===== src/rtl/uart_pkg.sv =====
// Shared types and defaults for the host-side UART command initiator.
package uart_pkg;

  localparam int CMD_ADDR_WIDTH     = 7;
  localparam int CMD_TIMEOUT_CYCLES = 100000;
  localparam int CMD_MAX_RETRIES    = 2;

  typedef logic [6:0] reg_rwaddr;

  localparam logic CMD_RW_WRITE = 1'b1;
  localparam logic CMD_RW_READ  = 1'b0;

  typedef struct packed {
    logic      rw;
    logic [6:0] addr;
  } cmd_byte_t;

  typedef enum logic [2:0] {
    CI_IDLE,
    CI_TX_CMD,
    CI_TX_CMD_WAIT,
    CI_TX_DAT,
    CI_TX_DAT_WAIT,
    CI_WAIT_RESP,
    CI_DONE
  } cmd_init_state_t;

  // Command byte as it goes on the wire: rw flag in the MSB, address below.
  function automatic logic [7:0] make_cmd_byte(input logic rw, input reg_rwaddr addr);
    cmd_byte_t cmd;
    cmd.rw   = rw;
    cmd.addr = addr;
    return cmd;
  endfunction

endpackage


===== src/rtl/uart_cmd_initiator_if.sv =====
// Request/response handshake between local logic and the command initiator.
// master = requesting logic, slave = uart_cmd_initiator.
interface uart_cmd_initiator_if #(
  parameter int ADDR_WIDTH = 7
);
  logic                  req_valid;
  logic                  req_ready;
  logic                  req_write;
  logic [ADDR_WIDTH-1:0] req_addr;
  logic [7:0]            req_wdata;
  logic                  resp_valid;
  logic [7:0]            resp_rdata;
  logic                  resp_timeout;
  logic                  resp_rx_err;

  modport master (
    output req_valid, req_write, req_addr, req_wdata,
    input  req_ready, resp_valid, resp_rdata, resp_timeout, resp_rx_err
  );

  modport slave (
    input  req_valid, req_write, req_addr, req_wdata,
    output req_ready, resp_valid, resp_rdata, resp_timeout, resp_rx_err
  );
endinterface


===== src/rtl/uart_cmd_initiator_timeout_ctr.sv =====
// Response timeout counter: cleared while idle, counts while enabled and
// flags the terminal count TIMEOUT_CYCLES-1.
module cmd_timeout_ctr
  import uart_pkg::*;
#(
  parameter int TIMEOUT_CYCLES = CMD_TIMEOUT_CYCLES
) (
  input  logic clk,
  input  logic rst,
  input  logic clear,
  input  logic enable,
  output logic terminal
);
  localparam int W = (TIMEOUT_CYCLES > 1) ? $clog2(TIMEOUT_CYCLES) : 1;
  localparam logic [W-1:0] LAST = W'(TIMEOUT_CYCLES - 1);

  logic [W-1:0] count;

  // Count up from zero while enabled; saturate at the terminal value.
  always_ff @(posedge clk) begin
    if (rst || clear) begin
      count <= '0;
    end else if (enable && (count != LAST)) begin
      count <= count + W'(1);
    end
  end

  assign terminal = enable && (count == LAST);

endmodule


===== src/rtl/uart_cmd_initiator.sv =====
// Host-side UART command initiator: turns register read/write requests into
// command/data bytes on the UART tx byte interface and collects the single
// read response byte from the UART rx byte interface.
// Optional build macro: CMD_INIT_RETRY_EN (re-issue timed-out reads).
module uart_cmd_initiator
  import uart_pkg::*;
#(
  parameter int ADDR_WIDTH     = CMD_ADDR_WIDTH,
  parameter int TIMEOUT_CYCLES = CMD_TIMEOUT_CYCLES,
  parameter int MAX_RETRIES    = CMD_MAX_RETRIES
) (
  input  logic                   i_clk,
  input  logic                   i_rst,
  uart_cmd_initiator_if.slave    req,
  output logic [7:0]             o_tx_data,
  output logic                   o_tx_data_valid,
  input  logic                   i_tx_busy,
  input  logic [7:0]             i_rx_data,
  input  logic                   i_rx_data_valid,
  input  logic                   i_rx_error,
  output logic                   o_unsolicited
);

  cmd_init_state_t       state;
  cmd_init_state_t       next_state;

  logic                  rw_q;
  logic [ADDR_WIDTH-1:0] addr_q;
  logic [7:0]            wdata_q;
  logic [7:0]            cmd_byte;
  logic                  wait_first;
  logic                  accept;

  logic                  timeout_hit;
  logic                  retry_ok;

  logic                  load_result;
  logic [7:0]            result_rdata;
  logic                  result_timeout;
  logic                  result_rx_err;

  logic [7:0]            rdata_q;
  logic                  timeout_q;
  logic                  rx_err_q;
  logic                  unsolicited_q;

  assign accept   = (state == CI_IDLE) && req.req_valid;
  assign cmd_byte = make_cmd_byte(rw_q, reg_rwaddr'(addr_q));

  cmd_timeout_ctr #(
    .TIMEOUT_CYCLES(TIMEOUT_CYCLES)
  ) u_timeout (
    .clk     (i_clk),
    .rst     (i_rst),
    .clear   (state != CI_WAIT_RESP),
    .enable  (state == CI_WAIT_RESP),
    .terminal(timeout_hit)
  );

`ifdef CMD_INIT_RETRY_EN
  localparam int RETRY_W = (MAX_RETRIES > 0) ? $clog2(MAX_RETRIES + 1) : 1;

  logic [RETRY_W-1:0] retry_cnt;
  logic               retry;

  assign retry_ok = (retry_cnt < RETRY_W'(MAX_RETRIES));
  assign retry    = (state == CI_WAIT_RESP) && !i_rx_error && !i_rx_data_valid
                    && timeout_hit && retry_ok;

  // Attempts made for the current read; restarted with every new request.
  always_ff @(posedge i_clk) begin
    if (i_rst || accept) begin
      retry_cnt <= '0;
    end else if (retry) begin
      retry_cnt <= retry_cnt + RETRY_W'(1);
    end
  end
`else
  // Without the retry option every timeout is final.
  assign retry_ok = 1'b0 && (MAX_RETRIES > 0);
`endif

  // State register.
  always_ff @(posedge i_clk) begin
    if (i_rst) begin
      state <= CI_IDLE;
    end else begin
      state <= next_state;
    end
  end

  // Next-state logic; also decides the completion status loaded on DONE entry.
  always_comb begin
    next_state     = state;
    load_result    = 1'b0;
    result_rdata   = 8'h00;
    result_timeout = 1'b0;
    result_rx_err  = 1'b0;
    case (state)
      CI_IDLE: begin
        if (req.req_valid) next_state = CI_TX_CMD;
      end
      CI_TX_CMD: begin
        if (!i_tx_busy) next_state = CI_TX_CMD_WAIT;
      end
      CI_TX_CMD_WAIT: begin
        if (!wait_first && !i_tx_busy) begin
          next_state = (rw_q == CMD_RW_WRITE) ? CI_TX_DAT : CI_WAIT_RESP;
        end
      end
      CI_TX_DAT: begin
        if (!i_tx_busy) next_state = CI_TX_DAT_WAIT;
      end
      CI_TX_DAT_WAIT: begin
        if (!wait_first && !i_tx_busy) begin
          next_state  = CI_DONE;
          load_result = 1'b1;
        end
      end
      CI_WAIT_RESP: begin
        if (i_rx_error) begin
          next_state    = CI_DONE;
          load_result   = 1'b1;
          result_rx_err = 1'b1;
        end else if (i_rx_data_valid) begin
          next_state   = CI_DONE;
          load_result  = 1'b1;
          result_rdata = i_rx_data;
        end else if (timeout_hit) begin
          if (retry_ok) begin
            next_state = CI_TX_CMD;
          end else begin
            next_state     = CI_DONE;
            load_result    = 1'b1;
            result_timeout = 1'b1;
          end
        end
      end
      CI_DONE: begin
        next_state = CI_IDLE;
      end
      default: begin
        next_state = CI_IDLE;
      end
    endcase
  end

  // Outputs decoded from the current state.
  always_comb begin
    req.req_ready   = (state == CI_IDLE);
    req.resp_valid  = (state == CI_DONE);
    o_tx_data_valid = ((state == CI_TX_CMD) || (state == CI_TX_DAT)) && !i_tx_busy;
    o_tx_data       = 8'h00;
    if (state == CI_TX_CMD) begin
      o_tx_data = cmd_byte;
    end else if (state == CI_TX_DAT) begin
      o_tx_data = wdata_q;
    end
  end

  // Capture the request fields on acceptance.
  always_ff @(posedge i_clk) begin
    if (i_rst) begin
      rw_q    <= CMD_RW_READ;
      addr_q  <= '0;
      wdata_q <= 8'h00;
    end else if (accept) begin
      rw_q    <= req.req_write;
      addr_q  <= req.req_addr;
      wdata_q <= req.req_wdata;
    end
  end

  // Marks the first cycle after a strobe, when tx busy may not have risen yet.
  always_ff @(posedge i_clk) begin
    if (i_rst) begin
      wait_first <= 1'b0;
    end else begin
      wait_first <= o_tx_data_valid;
    end
  end

  // Completion status, held until the next completion.
  always_ff @(posedge i_clk) begin
    if (i_rst) begin
      rdata_q   <= 8'h00;
      timeout_q <= 1'b0;
      rx_err_q  <= 1'b0;
    end else if (load_result) begin
      rdata_q   <= result_rdata;
      timeout_q <= result_timeout;
      rx_err_q  <= result_rx_err;
    end
  end

  // Sticky flag for rx activity that no read is waiting for.
  always_ff @(posedge i_clk) begin
    if (i_rst) begin
      unsolicited_q <= 1'b0;
    end else if ((i_rx_data_valid || i_rx_error) && (state != CI_WAIT_RESP)) begin
      unsolicited_q <= 1'b1;
    end
  end

  assign req.resp_rdata   = rdata_q;
  assign req.resp_timeout = timeout_q;
  assign req.resp_rx_err  = rx_err_q;
  assign o_unsolicited    = unsolicited_q;

endmodule


===== src/flat_wrapper.sv =====
// flat-port wrapper written by rule: the top's interface ports become plain ports
module uart_cmd_initiator_flat import uart_pkg::*;
#(
  parameter int ADDR_WIDTH     = CMD_ADDR_WIDTH,
  parameter int TIMEOUT_CYCLES = CMD_TIMEOUT_CYCLES,
  parameter int MAX_RETRIES    = CMD_MAX_RETRIES
)
  (i_clk, i_rst, o_tx_data, o_tx_data_valid, i_tx_busy, i_rx_data, i_rx_data_valid, i_rx_error, o_unsolicited, req_req_valid, req_req_write, req_req_addr, req_req_wdata, req_req_ready, req_resp_valid, req_resp_rdata, req_resp_timeout, req_resp_rx_err);
  uart_cmd_initiator_if #(.ADDR_WIDTH(ADDR_WIDTH)) req_i ();
  input  logic i_clk;
  input  logic i_rst;
  output logic [7:0] o_tx_data;
  output logic o_tx_data_valid;
  input  logic i_tx_busy;
  input  logic [7:0] i_rx_data;
  input  logic i_rx_data_valid;
  input  logic i_rx_error;
  output logic o_unsolicited;
  input wire logic [$bits(req_i.req_valid)-1:0] req_req_valid;
  input wire logic [$bits(req_i.req_write)-1:0] req_req_write;
  input wire logic [$bits(req_i.req_addr)-1:0] req_req_addr;
  input wire logic [$bits(req_i.req_wdata)-1:0] req_req_wdata;
  output wire logic [$bits(req_i.req_ready)-1:0] req_req_ready;
  output wire logic [$bits(req_i.resp_valid)-1:0] req_resp_valid;
  output wire logic [$bits(req_i.resp_rdata)-1:0] req_resp_rdata;
  output wire logic [$bits(req_i.resp_timeout)-1:0] req_resp_timeout;
  output wire logic [$bits(req_i.resp_rx_err)-1:0] req_resp_rx_err;
  assign req_i.req_valid = req_req_valid;
  assign req_i.req_write = req_req_write;
  assign req_i.req_addr = req_req_addr;
  assign req_i.req_wdata = req_req_wdata;
  assign req_req_ready = req_i.req_ready;
  assign req_resp_valid = req_i.resp_valid;
  assign req_resp_rdata = req_i.resp_rdata;
  assign req_resp_timeout = req_i.resp_timeout;
  assign req_resp_rx_err = req_i.resp_rx_err;
  uart_cmd_initiator #(.ADDR_WIDTH(ADDR_WIDTH), .TIMEOUT_CYCLES(TIMEOUT_CYCLES), .MAX_RETRIES(MAX_RETRIES)) u_core (.i_clk(i_clk), .i_rst(i_rst), .req(req_i), .o_tx_data(o_tx_data), .o_tx_data_valid(o_tx_data_valid), .i_tx_busy(i_tx_busy), .i_rx_data(i_rx_data), .i_rx_data_valid(i_rx_data_valid), .i_rx_error(i_rx_error), .o_unsolicited(o_unsolicited));
endmodule

===== config.mk =====
export PLATFORM = sky130hd
export DESIGN_NAME = uart_cmd_initiator_flat
export DESIGN_NICKNAME = d
export VERILOG_FILES = /design/src/rtl/uart_pkg.sv /design/src/rtl/uart_cmd_initiator_if.sv /design/src/rtl/uart_cmd_initiator_timeout_ctr.sv /design/src/rtl/uart_cmd_initiator.sv /design/src/flat_wrapper.sv
export SDC_FILE = /design/constraint.sdc
export NUM_CORES = 1
export LEC_CHECK = 0
export CORE_UTILIZATION = 28
export DETAILED_ROUTE_END_ITERATION = 7
export SYNTH_ARGS = -nofsm -noshare
export SYNTH_HDL_FRONTEND = slang
export SYNTH_SLANG_ARGS = --single-unit

===== constraint.sdc =====
create_clock -name i_clk -period 2.7 [get_ports i_clk]
set_input_delay 0.27 -clock i_clk [delete_from_list [all_inputs] [get_ports i_clk]]
set_output_delay 0.27 -clock i_clk [all_outputs]
set_load 0.05 [all_outputs]

==> impl_metrics.ini, run 1 <==
[status]
outcome = finished, final reports clean

[timing]
rsz0062_at_grt = no
finalCriticalPeriod_ns = 2.529
maxSlewHeadroom_pct = 34.86
final_max_slew_viol_count = 0
fin_crit_sh_pct = 93.69
tns_ns = 0
tightest_slew_ns = 0.9750
max_freq_ghz = 0.3953
setup_viol_count_final = 0
hold_violations = 0
skew_ns = 0.009111

[floorplan]
die_w_um = 88.75
fp-row-count = 31
ioPinCount = 52
start_util_pct = 29.05
die_h_um = 88.75
core-area_um2 = 7253
dieArea_um2 = 7876

[detailed_routing]
drc = 0
drt-total-wl_mm = 4.822
drtIter0Drc = 57
dr.pass1.iters = 4
viasPerCell = 4.591
ant_nets = 0
vias = 1832
routedWlPerCell_um = 12.09

[grt]
overflow = 0
grt_pass1_vias = 1728
grt_start_max_net_pins = 32
antenna_found_initial = 0
grt_pass1_wl_mm = 8.266
gr-usage-all-layers_pct = 13.69

[synth]
synth_edf_count = 0
yosys_warnings = 0
synth_nets = 282
ys_seq_elements = 48
async_reset_ff_share_pct = 0
synth_top_area_cell = dfxtp_1
synth_top_area_share_pct = 45.61
synth_flop_cell = dfxtp_1
synth_area_um2 = 2107
synth_cells = 251
synth_area_leaders = dfxtp_1, nor2_1, nand2_1
netlist-cell-type-count = 38
seq_area_frac_synth_pct = 45.61
avgSynthCellArea_um2 = 8.395

[power]
fin_total_pwr_mw = 1.870
power_leakage_nw = 0.9234
ir_worst_vdd_mv = 0.4158
powerDensity_nw_per_um2 = 665.1

[final_layout]
layout.cells.non_filler = 399
drive_gt1_share_pct = 5.333
area_growth_pct = 33.43
layout_common_cells = clkdlybuf4s50_1, dfxtp_1, nor2_1
final_common_cell = clkdlybuf4s50_1
fill_cells = 775
diodes = 0
regArea_um2 = 960.9
nNetsFinal = 330
multi_input_area_um2 = 1089

[clocking]
clk_latency_ns = 0.31
ctsResizeCount = 0
cts-root-buf = clkbuf_8
htreeDepth = 2
cts.clk_slew.worst_paths_ns = 0.09
clkSinkCount = 48
post_cts_buffers = 0
cts_tree = yes
numCtsBuffers = 5
cts_buffer_depth = 2
cts-hold-fix-buffers = 0

[placement]
dp.cells = 391
dpl.hpwl_mm = 3.374
gp_congestion = 0.7761
numPortBuffers = 51

[critical_path]
cpPeakStageDelay_ns = 0.84
cp_num_buf_inv = 1
crit_fanout = 19
critPathLaunchType = flop
endpoint_kind = primary output
cp_top_family = flip-flops
crit_path_top_delay_cell = dfxtp_1
worstPathRequired_ns = 2.43
arrival_ns = 2.26
critPathKind = flop to primary output
crit_path_cell_trace = mux2i_1 -> nor2_1 -> clkdlybuf4s50_1

[job]
drv_cap = 0

[min_path]
worstHoldPathType = flop to flop
-- state kept, by name, indices dropped and copies added (netlist names) --
register,flops
u_core.state,3
u_core.wdata_q,8
u_core.req.resp_timeout,1
u_core.req.resp_rdata,8
u_core.req.resp_rx_err,1
u_core.u_timeout.count,17
u_core.wait_first,1
u_core.rw_q,1
u_core.addr_q,7
u_core.o_unsolicited,1
-- routing by layer --
metal | up-vias | part of all wire, % | wire length (um) | GRT usage [%]
li1 | 953 | - | - | -
met3 | 4 | 4.0 | 191 | 3.918
met2 | 24 | 47 | 2286 | 21.75
met5 | - | 0 | 0 | 0
met1 | 851 | 47 | 2283 | 17.88
met4 | 0 | 1.2 | 59 | 4.399
-- logic make-up (layout without fill, tap and decap cells) --
group,Yosys count,count (layout),synth area share (%)
XOR/XNOR,14,14,5.820
adder cells (fa/ha/maj),1,1,0.5937
multiplexers,10,10,4.751
AO/OA/AOI/OAI,33,33,10.45
buffers and inverters,15,64,2.731
flip-flops,48,48,45.61
AND/OR/NAND/NOR,130,130,30.05
-- cell usage after synthesis, drive strengths merged, types with 2 or more instances --
cell type / count
o21ai: 2
nand4: 5
nor4b: 2
xor2: 7
and3b: 2
nand2b: 2
and4: 3
xnor2: 7
clkbuf: 12
nand2: 42
a22oi: 9
a21oi: 17
nor2: 46
inv: 2
dfxtp: 48
nand3: 4
nor3b: 4
nor4: 3
nor3: 7
mux2i: 10
nor2b: 2
-- area by class of cell --
type,count,share of cell area [%]
tap,99,4.406
multi-input combinational,188,38.72
clock inverter,2,0.5340
sequential,48,34.18
timing repair buffer,54,18.96
clock buffer,6,2.937
inverter,2,0.2670
-- worst min-delay path, cell delays in order (launching register included) --
cell and delay [ns]:
dfxtp_1 0.32, nand2_1 0.05, a21oi_1 0.05
-- where the power goes --
group	leakage, nW	internal, mW	total, mW	switching [mW]
Sequential	0.390	0.774	0.862	0.0882
Combinational	0.490	0.219	0.548	0.329
Clock	0.0434	0.208	0.460	0.253
-- per-stage QoR --
step                      setup slack (ns)  utilization (%)  hold WS [ns]  cell area, um2
after floorplan                     0.1575                -        0.3493            2107
after global placement              0.5234            37.42        0.4429            2714
after detailed placement            0.5060            37.42        0.4483            2714
after CTS                           0.1469            38.76        0.4615            2811
after global routing              0.005395            38.76        0.4878            2811
final                               0.1705            38.76        0.4593            2811
-- path summary, 6_finish.rpt --
check / start / to / slack (ns) / depth (start not counted)
max: u_core.state[1]$_SDFFE_PP0P_ / o_tx_data[2] / 0.17 / 3
min: u_core.addr_q[4]$_SDFFE_PP0P_ / u_core.addr_q[4]$_SDFFE_PP0P_ / 0.46 / 2
max reg2reg: u_core.state[1]$_SDFFE_PP0P_ / u_core.req.resp_rdata[5]$_SDFFE_PP0P_ / 0.63 / 4
min reg2reg: u_core.addr_q[4]$_SDFFE_PP0P_ / u_core.addr_q[4]$_SDFFE_PP0P_ / 0.46 / 2
No activity file was read; power rests on OpenSTA's default activity.
==> run 2: changes to the inputs <==
--- a/config.mk
+++ b/config.mk
@@ -7,6 +7,7 @@
 export LEC_CHECK = 0
 export CORE_UTILIZATION = 28
 export DETAILED_ROUTE_END_ITERATION = 7
+export DONT_BUFFER_PORTS = 1
 export SYNTH_ARGS = -nofsm -noshare
 export SYNTH_HDL_FRONTEND = slang
 export SYNTH_SLANG_ARGS = --single-unit
==> run 2 against run 1 <==
  * Sequential share of layout area up 5.6 points
  * Die area unchanged
  * Worst setup slack better by 0.24 ns
  * Clock-buffer cell count down 1
  * Fmax up 10%
  * Utilization down 5.5 points
  * Total power up 4.6%
  * Via count down 7.4%
  * Clock power up 35%
  * Critical path depth up 1
  * Sequential cell count unchanged
  * Critical endpoint is now u_core.wdata_q[5]$_SDFFE_PP0P_
==> impl_metrics.ini, run 2 (synthesis gave the netlist of run 1 again) <==
[detailed_routing]
drtIter0Drc = 35
drc = 0
dr.pass1.iters = 4
routedWlPerCell_um = 13.19
drt-total-wl_mm = 4.708
vias = 1697
viasPerCell = 4.754
ant_nets = 0

[critical_path]
crit_end = u_core.wdata_q[5]$_SDFFE_PP0P_
crit_fanout = 19
rr_worst_depth = 4
startpoint = u_core.state[1]$_SDFFE_PP0P_
arrival_ns = 2.49
r2r-end = u_core.wdata_q[5]$_SDFFE_PP0P_
endpoint_kind = flop
critPathKind = flop to flop
ff2ff_setup_slack_ns = 0.41
timing.rr.start = u_core.state[1]$_SDFFE_PP0P_
worstPathRequired_ns = 2.90
critPathLaunchType = flop

[floorplan]
dieArea_um2 = 7876
die_h_um = 88.75
core-area_um2 = 7253
fp-row-count = 31
start_util_pct = 29.05
ioPinCount = 52
die_w_um = 88.75

[grt]
antenna_found_initial = 0
grt_start_max_net_pins = 33
gr-usage-all-layers_pct = 12.63
overflow = 0
grt_pass1_wl_mm = 7.521
grt_pass1_vias = 1542

[timing]
max_freq_ghz = 0.4365
tns_ns = 0
finalCriticalPeriod_ns = 2.291
tightest_slew_ns = 0.9887
maxSlewHeadroom_pct = 33.94
hold_violations = 0
skew_ns = 0.004399
setup_viol_count_final = 0
fin_crit_sh_pct = 84.84
setup_ws_ns = 0.4093
final_max_slew_viol_count = 0
rsz0062_at_grt = no

[power]
powerDensity_nw_per_um2 = 809.5
ir_worst_vdd_mv = 0.3111
power_leakage_nw = 0.8085

[placement]
dpl.hpwl_mm = 3.349
postPlaceCellArea_um2 = 2268
numPortBuffers = 0
dp_slack_ns = 0.3936
gp_congestion = 0.7467

[clocking]
ctsResizeCount = 0
cts_tree = yes
htreeDepth = 2
cts_buffer_depth = 2
clkSinkCount = 48
numCtsBuffers = 5
post_cts_buffers = 0
cts.clk_slew.worst_paths_ns = 0.09
clk_latency_ns = 0.30
cts-root-buf = clkbuf_8

[job]
drv_cap = 0

[final_layout]
diodes = 0
nNetsFinal = 288
drive_gt1_share_pct = 9.690
largest_register = u_core.u_timeout.count
design_area_um2 = 2416
layout_common_cells = dfxtp_1, nor2_1, nand2_1
area_growth_pct = 14.67
largest_reg_flops = 17
final_common_cell = dfxtp_1

[status]
outcome = finished, final reports clean

[min_path]
worstHoldPathType = input pin to flop
hp-start = i_tx_busy
## run 2: cell types whose count changed in the layout (fill, tap and decap cells not counted), sizes merged
cell,previous run,this run
clkinvlp,2,0
dlygate4sd3,0,1
clkdlybuf4s50,51,0
clkbuf,6,5
inv,2,3
bufinv,0,2
buf,3,11
## run 2: how the worst min path moves through the flow
stage / to / slack [ns] / cells after the start
after floorplan: u_core.wait_first$_SDFF_PP0_ / 0.35 / 1
after global placement: u_core.wait_first$_SDFF_PP0_ / 0.35 / 1
after detailed placement: u_core.wait_first$_SDFF_PP0_ / 0.35 / 1
after CTS: u_core.wait_first$_SDFF_PP0_ / 0.01 / 1
after global routing: u_core.wdata_q[1]$_SDFFE_PP0P_ / 0.007 / 1
final: u_core.wait_first$_SDFF_PP0_ / 0.03 / 1
## run 2: critical path: stages (launching register included)
cell     delay, ns
dfxtp_1       0.58
nor3_2        0.79
nand2_1       0.54
nand2_1       0.20
a21oi_1       0.08
## run 2: per-layer routing
layer	vias up	wire (um)	global-route usage, %
met5	-	0	0
met4	0	88	7.185
met3	6	185	3.731
met2	29	2207	19.23
met1	790	2227	15.89
li1	872	-	-
## run 2: timing repair
item / in CTS / in global routing
hold endpoints to repair: 0 / 3
setup endpoints to repair: 0 / 0
hold buffers: 0 / 1
## run 2: stage by stage
stage	std cells	power (mW)	hold slack, ns	utilization (%)
final	357	1.956	0.02961	33.31
after global routing	357	2.067	0.007228	33.31
after CTS	356	1.985	0.01163	33.17
after detailed placement	348	1.356	0.3513	31.27
after global placement	348	1.349	0.3490	31.27
after floorplan	251	1.253	0.3493	-
## run 2: where the power goes
group | leakage, nW | internal (mW) | switching (mW)
logic | 0.350 | 0.157 | 0.305
clock network | 0.0687 | 0.373 | 0.249
registers | 0.390 | 0.774 | 0.0989
## run 2: layout make-up
cell class / instances / area, um2
tap: 99 / 123.9
multi-input combinational: 188 / 1094
sequential: 48 / 960.9
timing repair buffer: 12 / 92.59
clock buffer: 5 / 68.82
inverter: 2 / 7.507
fill: 781 / 4837
clock inverter: 3 / 68.82
